### config.mk
export PLATFORM = sky130hd
export DESIGN_NAME = interp_out_serializer_flat
export DESIGN_NICKNAME = d
export VERILOG_FILES = /design/src/rtl/interp_pkg.sv /design/src/rtl/interp_out_serializer_if.sv /design/src/rtl/interp_clip.sv /design/src/rtl/interp_out_serializer.sv /design/src/flat_wrapper.sv
export SDC_FILE = /design/constraint.sdc
export NUM_CORES = 1
export LEC_CHECK = 0
export CORE_ASPECT_RATIO = 0.7
export CORE_UTILIZATION = 40
export CTS_BUF_LIST = sky130_fd_sc_hd__clkbuf_4
export DETAILED_ROUTE_END_ITERATION = 10
export DONT_BUFFER_PORTS = 1
export GPL_ROUTABILITY_DRIVEN = 0
export PLACE_DENSITY = 0.57
export SYNTH_ARGS = -nofsm -noshare
export SYNTH_HDL_FRONTEND = slang
export SYNTH_SLANG_ARGS = --single-unit
### constraint.sdc
create_clock -name clk -period 7 [get_ports clk]
set_input_delay 0.7 -clock clk [delete_from_list [all_inputs] [get_ports clk]]
set_output_delay 0.7 -clock clk [all_outputs]
set_load 0.05 [all_outputs]
### src/rtl/interp_pkg.sv
// Shared constants for the interpolator output stage: widths, phase-select tags and FSM encodings.
package interp_pkg;
    localparam int DATA_WIDTH_DEF = 8;
    localparam int LANES          = 16;
    localparam int IDX_W          = 4;

    typedef logic [1:0] sel_t;

    localparam sel_t SEL_ORIG = 2'b00;
    localparam sel_t SEL_H    = 2'b10;
    localparam sel_t SEL_V    = 2'b11;

    localparam logic [0:0] ST_IDLE = 1'b0;
    localparam logic [0:0] ST_SEND = 1'b1;
endpackage

### src/rtl/interp_out_serializer_if.sv
// Block-in / pixel-out handshake bundle of the output serializer.
interface interp_out_serializer_if
    import interp_pkg::*;
#(
    parameter int DW = DATA_WIDTH_DEF,
    parameter int LN = LANES
);
    logic                  in_valid;
    logic                  in_ready;
    sel_t                  in_sel;
    logic [LN*(DW+2)-1:0]  in_data;
    logic                  out_valid;
    logic                  out_ready;
    logic [DW-1:0]         out_data;
    logic [IDX_W-1:0]      out_idx;
    sel_t                  out_sel;
    logic                  out_last;

    modport slave (
        input  in_valid, in_sel, in_data, out_ready,
        output in_ready, out_valid, out_data, out_idx, out_sel, out_last
    );

    modport master (
        output in_valid, in_sel, in_data, out_ready,
        input  in_ready, out_valid, out_data, out_idx, out_sel, out_last
    );
endinterface

### src/rtl/interp_clip.sv
// Saturating clip of a signed (DATA_WIDTH+2)-bit sample to the unsigned DATA_WIDTH-bit pixel range.
module interp_clip #(
    parameter int DATA_WIDTH = 8
) (
    input  logic signed [DATA_WIDTH+1:0] i_v,
    output logic        [DATA_WIDTH-1:0] o_pix,
    output logic                         o_sat
);
    // Sign bit set -> negative; otherwise bit DATA_WIDTH set -> above full scale.
    always_comb begin
        o_pix = i_v[DATA_WIDTH-1:0];
        o_sat = 1'b0;
        if (i_v[DATA_WIDTH+1]) begin
            o_pix = '0;
            o_sat = 1'b1;
        end else if (i_v[DATA_WIDTH]) begin
            o_pix = '1;
            o_sat = 1'b1;
        end
    end
endmodule

### src/rtl/interp_out_serializer.sv
// Captures a clipped 16-lane block and streams it one pixel per beat, tagged with its phase select.
//   state   | meaning
//   IDLE    | no block held, ready for input
//   SEND    | streaming buffer[r_idx]; reloads on last beat if input is waiting
module interp_out_serializer
    import interp_pkg::*;
#(
    parameter int DATA_WIDTH = DATA_WIDTH_DEF
) (
    input  logic                     clk,
    input  logic                     rst_n,
    interp_out_serializer_if.slave   bus,
    output logic                     sat_flag
);
    localparam int IW = DATA_WIDTH + 2;

    logic [0:0]            r_state;
    logic [DATA_WIDTH-1:0] r_buf [LANES];
    logic [IDX_W-1:0]      r_idx;
    sel_t                  r_sel;
    logic                  r_sat;

    logic [DATA_WIDTH-1:0] w_pix [LANES];
    logic [LANES-1:0]      w_clip;
    logic                  w_send;
    logic                  w_last;
    logic                  w_ready;
    logic                  w_load;

    for (genvar k = 0; k < LANES; k++) begin : g_clip
        interp_clip #(.DATA_WIDTH(DATA_WIDTH)) u_clip (
            .i_v   (bus.in_data[k*IW +: IW]),
            .o_pix (w_pix[k]),
            .o_sat (w_clip[k])
        );
    end

    assign w_send  = (r_state == ST_SEND);
    assign w_last  = w_send && (r_idx == IDX_W'(LANES - 1));
    assign w_ready = !w_send || (w_last && bus.out_ready);
    assign w_load  = bus.in_valid && w_ready;

    assign bus.in_ready  = w_ready;
    assign bus.out_valid = w_send;
    // Gate with valid so the output is a clean 0 while the unreset buffer is stale.
    assign bus.out_data  = w_send ? r_buf[r_idx] : '0;
    assign bus.out_idx   = r_idx;
    assign bus.out_sel   = r_sel;
    assign bus.out_last  = w_last;
    assign sat_flag      = r_sat;

    always_ff @(posedge clk) begin
        if (!rst_n) begin
            r_state <= ST_IDLE;
            r_idx   <= '0;
            r_sel   <= SEL_ORIG;
            r_sat   <= 1'b0;
        end else if (w_load) begin
            r_state <= ST_SEND;
            r_idx   <= '0;
            r_sel   <= bus.in_sel;
            r_sat   <= r_sat | (|w_clip);
        end else if (w_send && bus.out_ready) begin
            if (w_last) begin
                r_state <= ST_IDLE;
            end else begin
                r_idx <= r_idx + IDX_W'(1);
            end
        end
    end

    always_ff @(posedge clk) begin
        if (w_load) begin
            for (int k = 0; k < LANES; k++) begin
                r_buf[k] <= w_pix[k];
            end
        end
    end
endmodule

### src/flat_wrapper.sv
// flat-port wrapper written by rule: the top's interface ports become plain ports
module interp_out_serializer_flat import interp_pkg::*;
#(
    parameter int DATA_WIDTH = DATA_WIDTH_DEF
)
  (clk, rst_n, sat_flag, bus_in_valid, bus_in_sel, bus_in_data, bus_out_ready, bus_in_ready, bus_out_valid, bus_out_data, bus_out_idx, bus_out_sel, bus_out_last);
  interp_out_serializer_if #(.DW((8)), .LN(LANES)) bus_i ();
  input  logic clk;
  input  logic rst_n;
  output logic sat_flag;
  input wire logic [$bits(bus_i.in_valid)-1:0] bus_in_valid;
  input wire logic [$bits(bus_i.in_sel)-1:0] bus_in_sel;
  input wire logic [$bits(bus_i.in_data)-1:0] bus_in_data;
  input wire logic [$bits(bus_i.out_ready)-1:0] bus_out_ready;
  output wire logic [$bits(bus_i.in_ready)-1:0] bus_in_ready;
  output wire logic [$bits(bus_i.out_valid)-1:0] bus_out_valid;
  output wire logic [$bits(bus_i.out_data)-1:0] bus_out_data;
  output wire logic [$bits(bus_i.out_idx)-1:0] bus_out_idx;
  output wire logic [$bits(bus_i.out_sel)-1:0] bus_out_sel;
  output wire logic [$bits(bus_i.out_last)-1:0] bus_out_last;
  assign bus_i.in_valid = bus_in_valid;
  assign bus_i.in_sel = bus_in_sel;
  assign bus_i.in_data = bus_in_data;
  assign bus_i.out_ready = bus_out_ready;
  assign bus_in_ready = bus_i.in_ready;
  assign bus_out_valid = bus_i.out_valid;
  assign bus_out_data = bus_i.out_data;
  assign bus_out_idx = bus_i.out_idx;
  assign bus_out_sel = bus_i.out_sel;
  assign bus_out_last = bus_i.out_last;
  interp_out_serializer #(.DATA_WIDTH(DATA_WIDTH)) u_core (.clk(clk), .rst_n(rst_n), .bus(bus_i), .sat_flag(sat_flag));
endmodule
## After elaboration in Yosys (flattened, before gate mapping)

Memory sizes are Yosys's and may differ from the RTL's. A register that Yosys moved wholly into a read port is not among the register bits.
Index checks and enable logic that the tools add are counted.

- Input port bits: 166
- Memory bits (writable): 128
- Bits in latches: 0
- Output and inout port bits: 18
- Memories: 1
- Register bits: 8
- ROM bits: 0

- Divide/modulo/power cells: 0
- Add/subtract/negate cells: 1
- Bitwise logic cells: 3
- Equality and inequality tests: 1
- Shifts and indexed selects: 0
- Order comparisons: 0
- Multiply operators: 0
- Reductions and logical operators: 12
- Mux-type cells: 72

Memory list:

| name | words | bits a word | rd ports | clocked after memory_dff | wr ports | line | RTL |
|---|---|---|---|---|---|---|---|
| u_core.r_buf | 16 | 8 | 1 | 1 | 16 | interp_out_serializer.sv:18 | `logic [DATA_WIDTH-1:0] r_buf [LANES];` |

Operator list:

| operator | count |
|---|---|
| $mux 8 | 33 |
| $mux 1 | 37 |
| $reduce_or 16->1 | 1 |
| $mux 4 | 2 |
| $add 4x1->4 const B | 1 |
| $eq 4x4->1 const B | 1 |
| $logic_and 1x1->1 | 4 |
| $reduce_and 2->1 | 2 |
| $reduce_bool 2->1 | 2 |
| $not 1->1 | 2 |
| $reduce_or 2->1 | 1 |
| $logic_not 1->1 | 1 |
| $logic_or 1x1->1 | 1 |
| $or 1x1->1 | 1 |

## Logic depth before layout (Yosys ltp)

- Depth after elaboration: 7
- Depth in mapped cells: 7
- Gate-level depth less buffers: 5

## Modules after synthesis

A second synthesis with hierarchy kept.

- Cell total of the unflattened synthesis: 461
- Area total of the unflattened synthesis: 7039.3 um2

Modules (own cells, without submodules):

| module | instances | cells each | sequential area each (um2) | area an instance (um2) |
|---|---|---|---|---|
| interp_out_serializer | 1 | 301 | 4083.9 | 5477.8 |
| interp_clip | 16 | 10 | 0.0 | 97.6 |

## Least setup slack after synthesis

Ideal clock, no wire load.

- Path type: register -> register
- Start point: register u_core.r_idx[0], in the netlist u_core.bus.out_idx[0]
- End point: register with a tool-made name
- Path buffers: 0
- Library setup time: 0.127 ns
- Arrival time: 5.167 ns
- Path slack: 1.706 ns
- Required time: 6.873 ns
- Stages on the path, launching flop included: 6
- Cell sequence: dfxtp_1 ha_1 nand4_1 a21boi_2 nand2b_1 nor3_1

RTL lines:

| what | line | RTL |
|---|---|---|
| start: declaration | interp_out_serializer.sv:19 | `logic [IDX_W-1:0] r_idx;` |
| start signal: assignment | interp_out_serializer.sv:67 | `r_idx <= r_idx + IDX_W'(1);` |

==> impl_metrics.ini <==
[worst_setup_path]
worstSetupPathType = reg2out
required_ps = 6300
cp.arrival_ps = 2870
crit_path_start_kind = register
reg2reg_setup_slack_ps = 3590
r2r-start = u_core.bus.out_idx[0]
cp_max_fo = 20
ff2ff_path_depth = 5
cp-end-kind = output pin

[yosys]
syn_avg_cell_area_sq_um = 11.3
syn_area_sq_um = 6510
synth_seq_cells = 140
synth_nets = 745
synth-adder-area-share = 0.00192
synth_cell_types = 29
synth_cells = 578
synthSimpleGateAreaFrac = 0.192
yosysWarnings = 0
synth_xor_area_frac = 0.00269
synth-seq-area-share = 0.627
synth_top_family_by_area = simple AND/OR/NAND/NOR gates
yosys-mux-area-fraction = 0.113
synth_compound_area_frac = 0.0304

[grt]
grt_pass1_vias = 4160
grt_pass1_wl_mm = 24.2
grt_max_degree = 89
grt_overflow = 0
grt_usage = 0.206
antenna_found_initial = 0

[sta]
tns_ps = 0
period_needed_ps = 3570
finalHoldViolCount = 0
setup-violations-final = 0
worstMarginPinSlew_ps = 1140
finalMaxSlewViolations = 0
finalCritPeriodShare = 0.511
fmax_mhz = 280
finClkSkew_ps = 14.2
rsz0062_at_grt = no
relSlewSlack = 0.239

[clocking]
ctsLongestPathBuffers = 2
numCtsBuffers = 17
cts-root-buf = clkbuf_4
ctsHtreeMaxLevel = 4
hold_buffers = 0
cts_tree = built
insertion_delay_ps = 540
postCtsResizedCells = 0
cts.sinks = 140
cts_setup_buffers = 0
cts.reportedPaths.clkPinSlew_ps = 110

[pwr]
powerDensity_nw_per_um2 = 242
ir_drop_uv = 86.7
power.leakage_nw = 2.36
power.total_mw = 1.67

[die]
core_sq_um = 15700
ios = 184
row_count = 38
die_area_sq_um = 16800
die_h_um = 109
start_util = 0.415
fp.dieW_um = 154

[cells_and_area]
layout_common_cells = nor2_1 (263), edfxtp_1 (128), mux2i_1 (23), mux4_2 (19), clkbuf_4 (19)
layout.nets = 725
n_antenna_cell = 0
layout_commonest_cell = nor2_1
stdcell_count = 771
drive_gt1_frac = 0.112
final_core_util = 0.439
area_growth_pct = 5.86
design_area_sq_um = 6890

[place]
dpl.hpwl_mm = 12.4
numPlacedInstances = 739
place_area_sq_um = 6600
port_buffers = 0

[routing]
num_vias = 4253
drc = 0
postRouteAntennaNets = 0
vias_per_cell = 5.52
drtPass1Iterations = 5
drt_wl_total_mm = 16.8
drt_iter0_drc = 352
drt-wirelength-per-cell_um = 21.8

[min_path]
hold_class = in2reg
hold_start = rst_n
hold_path_depth = 1

[run_status]
status = finished clean

[run]
drv_cap = 0
==> cell type report <==
| cell class | count | area [sq um] |
|---|---|---|
| fillers | 1471 | 8800 |
| flip-flops and latches | 140 | 4090 |
| multi-input cells | 393 | 2220 |
| well taps | 200 | 250 |
| clock inverters | 13 | 150 |
| clock buffers | 19 | 143 |
| repair buffers | 5 | 37.5 |
| inverters | 1 | 3.75 |
==> worst paths after layout <==
| kind | to |
|---|---|
| setup reg to reg | u_core.r_buf[6][1] |
| hold / removal | u_core.bus.out_valid |
| setup / recovery | bus_out_data[1] |
| hold reg to reg | u_core.bus.out_sel[1] |
==> state kept, by name, indices dropped and copies added, names as in the netlist, named ones only <==
name / count
u_core.bus.out_idx: 4
u_core.bus.out_sel: 2
u_core.sat_flag: 1
u_core.bus.out_valid: 1
u_core.r_buf: 128
==> kinds of logic (layout without fill, tap and decap cells) <==
family                   Yosys count  count (layout)
XOR/XNOR                           2               2
flip-flops                       140             140
adder cells (fa/ha/maj)            1               1
buffers and inverters             45              38
multiplexers                      49              49
AND/OR/NAND/NOR                  312             312
AO/OA/AOI/OAI                     29              29
==> power by group <==
| part | internal (mW) | leakage (nW) | switching [mW] |
|---|---|---|---|
| logic | 0.0528 | 0.864 | 0.0837 |
| registers | 0.973 | 1.34 | 0.0213 |
| clock network | 0.251 | 0.155 | 0.284 |
==> cell usage after synthesis <==
library cell,instances,share of area
a21boi_2,1,0.0017
a21oi_1,9,0.0069
a22oi_1,8,0.0092
a31oi_1,1,0.00096
and4_1,1,0.0013
buf_2,4,0.0031
buf_6,5,0.0086
clkbuf_1,35,0.020
dfxtp_1,12,0.037
edfxtp_1,128,0.59
ha_1,1,0.0019
inv_1,1,0.00058
mux2_2,7,0.012
mux2i_1,23,0.035
mux4_2,19,0.066
nand2_1,12,0.0069
nand2b_1,7,0.0067
nand3_1,10,0.0077
nand4_1,3,0.0029
nor2_1,263,0.15
nor2b_1,5,0.0048
nor3_1,3,0.0023
nor3b_1,1,0.0012
nor4_1,7,0.0067
o211ai_1,1,0.0012
o21ai_0,2,0.0015
o21ai_1,1,0.00077
o221ai_1,6,0.0081
xnor2_1,2,0.0027
==> per-layer routing <==
metal / global-route usage / up-vias / wire, um
li1: - / 1973 / -
met1: 0.303 / 2053 / 8050
met2: 0.293 / 217 / 7110
met3: 0.0596 / 10 / 1490
met4: 0.0615 / 0 / 138
met5: 0 / - / 0
==> critical path, stage by stage (launching register included) <==
cell,delay [ps]
dfxtp_1,900
nor2b_1,390
a22oi_1,320
a22oi_1,120
o211ai_1,320
buf_4,270
==> through the flow <==
step | hold slack (ps) | setup WS, ps
after CTS | 246 | 3360
after global placement | 765 | 3760
final | 289 | 3430
after floorplan | 744 | 1710
after global routing | 233 | 3250
after detailed placement | 777 | 3640
Note: power is estimated with default switching activity, not from simulation.
==> patch: new RTL, config.mk and constraints unchanged <==
The package constant `IDX_W` goes from 4 to 5.
--- a/src/rtl/interp_pkg.sv
+++ b/src/rtl/interp_pkg.sv
@@ -3,5 +3,5 @@
     localparam int DATA_WIDTH_DEF = 8;
     localparam int LANES          = 16;
-    localparam int IDX_W          = 4;
+    localparam int IDX_W          = 5;
 
     typedef logic [1:0] sel_t;
Ports: changed (resized bus_out_idx); port bits go from 184 to 185. The function was not compared with the original's and may differ.
==> patch against the unedited design <==
  * Non-clock buffer count shrank 3
  * Sequential cell count grew 1
  * Fmax shrank 9.6%
  * Synthesized area grew 0.90%
  * Total power shrank 2.1%
  * Clock skew grew 0.0060 ns
  * Synthesized cell count shrank 0.87%
  * Final area grew 0.13%
  * Sequential share of layout area grew 0.21 points
  * Critical path depth shrank 1
  * Routed wire length shrank 1.9%
  * Worst setup slack lost 0.38 ns
==> patch: results (changes against the unedited design) <==
synthesis:
  async_flop_share_pct: 0  # unchanged
  ys_types: 35  # +21%
  synthesis.nets: 741  # -0.54%
  synth_edf_count: 128  # unchanged
  ys_top_cells_by_area: "edfxtp_1, nor2_1, mux4_2"
  yosys_warnings: 0  # unchanged
  ys_seq_area_share_pct: 62.5  # -0.26 points
  synth_common_cells: "nor2_1, edfxtp_1, clkbuf_1"
cells_and_area:
  fillers: 1503  # +2.2%
  largest_register_ff_count: 128  # unchanged
  nets: 716  # -1.2%
  regMostFlops: "u_core.r_buf"
  drive_gt1_share_pct: 10.7  # -0.51 points
clock_network:
  post_cts_resized: 0  # unchanged
  cts_buffers: 17  # unchanged
  clockBufferDepth: 2  # unchanged
  cts_root_buf: "clkbuf_4"
  clk_pin_slew_ns: 0.13  # +0.02 ns
  htree_levels: 4  # unchanged
  insertion_delay_ns: 0.58  # +0.04 ns
  postCtsSetupBuffers: 0  # unchanged
placement:
  io_buffers: 0  # unchanged
  place_hpwl_um: 12200  # -1.7%
  dpl_cell_area_mm2: 0.00664  # +0.61%
status:
  status: "finished, final reports clean"
drt:
  firstDrtPassIters: 5  # unchanged
  drtIter0Drc: 309  # -12%
  post_drt_wl_per_cell_um: 21.1  # -3.2%
  vias_per_cell: 5.38  # -2.4%
timing:
  setup_viol: 0  # unchanged
  worst_pin_slew_ns: 1.16  # +0.0163 ns
  fin_skew_ns: 0.0202  # +0.00600 ns
global_routing:
  grt_pass1_vias: 4215  # +1.3%
  grt_usage_pct: 20.3  # -0.23 points
  grt_max_degree: 70  # -21%
  antenna_found_initial: 1  # +1
  grt_pass1_wl_um: 24200  # -0.14%
critical_path:
  path_max_fanout: 20  # unchanged
  worstPathArrival_ns: 3.25  # +0.38 ns
  ff2ff_path_depth: 6  # +1
worst_hold_path:
  hold_depth: 1  # unchanged
  holdCritPathClass: "input port to flip-flop"
pwr:
  leakagePower_nw: 2.32  # -1.7%
  peakVddDrop_mv: 0.0888  # +2.5%
[patch: kinds of logic (layout without fill, tap and decap cells)]
family          after synthesis  count (layout)  synth area share (%)
fa+ha+maj                     2               2                 0.381
flops                       141             141                  62.5
buf+inv                      48              36                  3.52
other cells                   0               1                     0
simple gates                297             297                  18.1
mux                          51              51                  12.0
xor+xnor                      3               3                 0.400
compound gates               31              31                  3.08
[patch: worst paths after layout]
path / to / startpoint / slack (ns)
min reg2reg: u_core.bus.out_sel[0]$_SDFFE_PN0P_ / u_core.bus.out_sel[0]$_SDFFE_PN0P_ / 0.79
max reg2reg: u_core.r_buf[1][2]$_SDFFCE_PP0P_ / u_core.bus.out_idx[0]$_SDFFE_PP0P_ / 3.34
max: bus_out_data[7] / flip-flop / 3.05
min: u_core.bus.out_sel[1]$_SDFFE_PN0P_ / rst_n / 0.26
[patch: power breakdown]
| group | internal [mW] | total, mW | switching [mW] | leakage (nW) |
|---|---|---|---|---|
| registers | 0.979 | 1.00 | 0.0234 | 1.35 |
| clock network | 0.156 | 0.493 | 0.337 | 0.141 |
| logic | 0.0515 | 0.135 | 0.0834 | 0.831 |
| total | 1.19 | 1.63 | 0.444 | 2.32 |
[patch: metrics by stage]
stage / setup slack [ns] / power [mW] / hold WS (ns) / instances
floorplan: 0.755 / 1.15 / 0.744 / 573
global placement: 3.44 / 1.16 / 0.757 / 749
detailed placement: 3.35 / 1.16 / 0.783 / 749
CTS: 3.04 / 1.63 / 0.252 / 781
global route: 2.82 / 1.69 / 0.241 / 781
finish: 3.05 / 1.63 / 0.263 / 782
[patch: layout make-up]
| type | count | area [um^2] | share of cell area (%) |
|---|---|---|---|
| Tap cell | 220 | 275 | 3.99 |
| Multi-Input combinational cell | 384 | 2240 | 32.4 |
| Clock buffer | 18 | 135 | 1.96 |
| Timing Repair Buffer | 2 | 15.0 | 0.218 |
| Inverter | 2 | 7.51 | 0.109 |
| Clock inverter | 14 | 124 | 1.79 |
| Antenna cell | 1 | 2.50 | 0.0363 |
| Sequential cell | 141 | 4110 | 59.5 |
[patch: worst max-delay path, stage by stage, from the launching register on]
cell	delay (ns)
dfxtp_1	0.99
nor2b_1	0.32
a22oi_1	0.34
a211oi_1	0.12
a21oi_1	0.92
[patch: per-layer routing]
layer / up-vias / share of wire (%) / wire [um] / global-route usage (%)
met2: 187 / 45 / 7480 / 31.2
met4: 0 / 1.3 / 221 / 7.49
met5: - / 0 / 0 / 0
met3: 22 / 8.6 / 1420 / 5.56
met1: 2053 / 45 / 7350 / 27.8
li1: 1946 / - / - / -
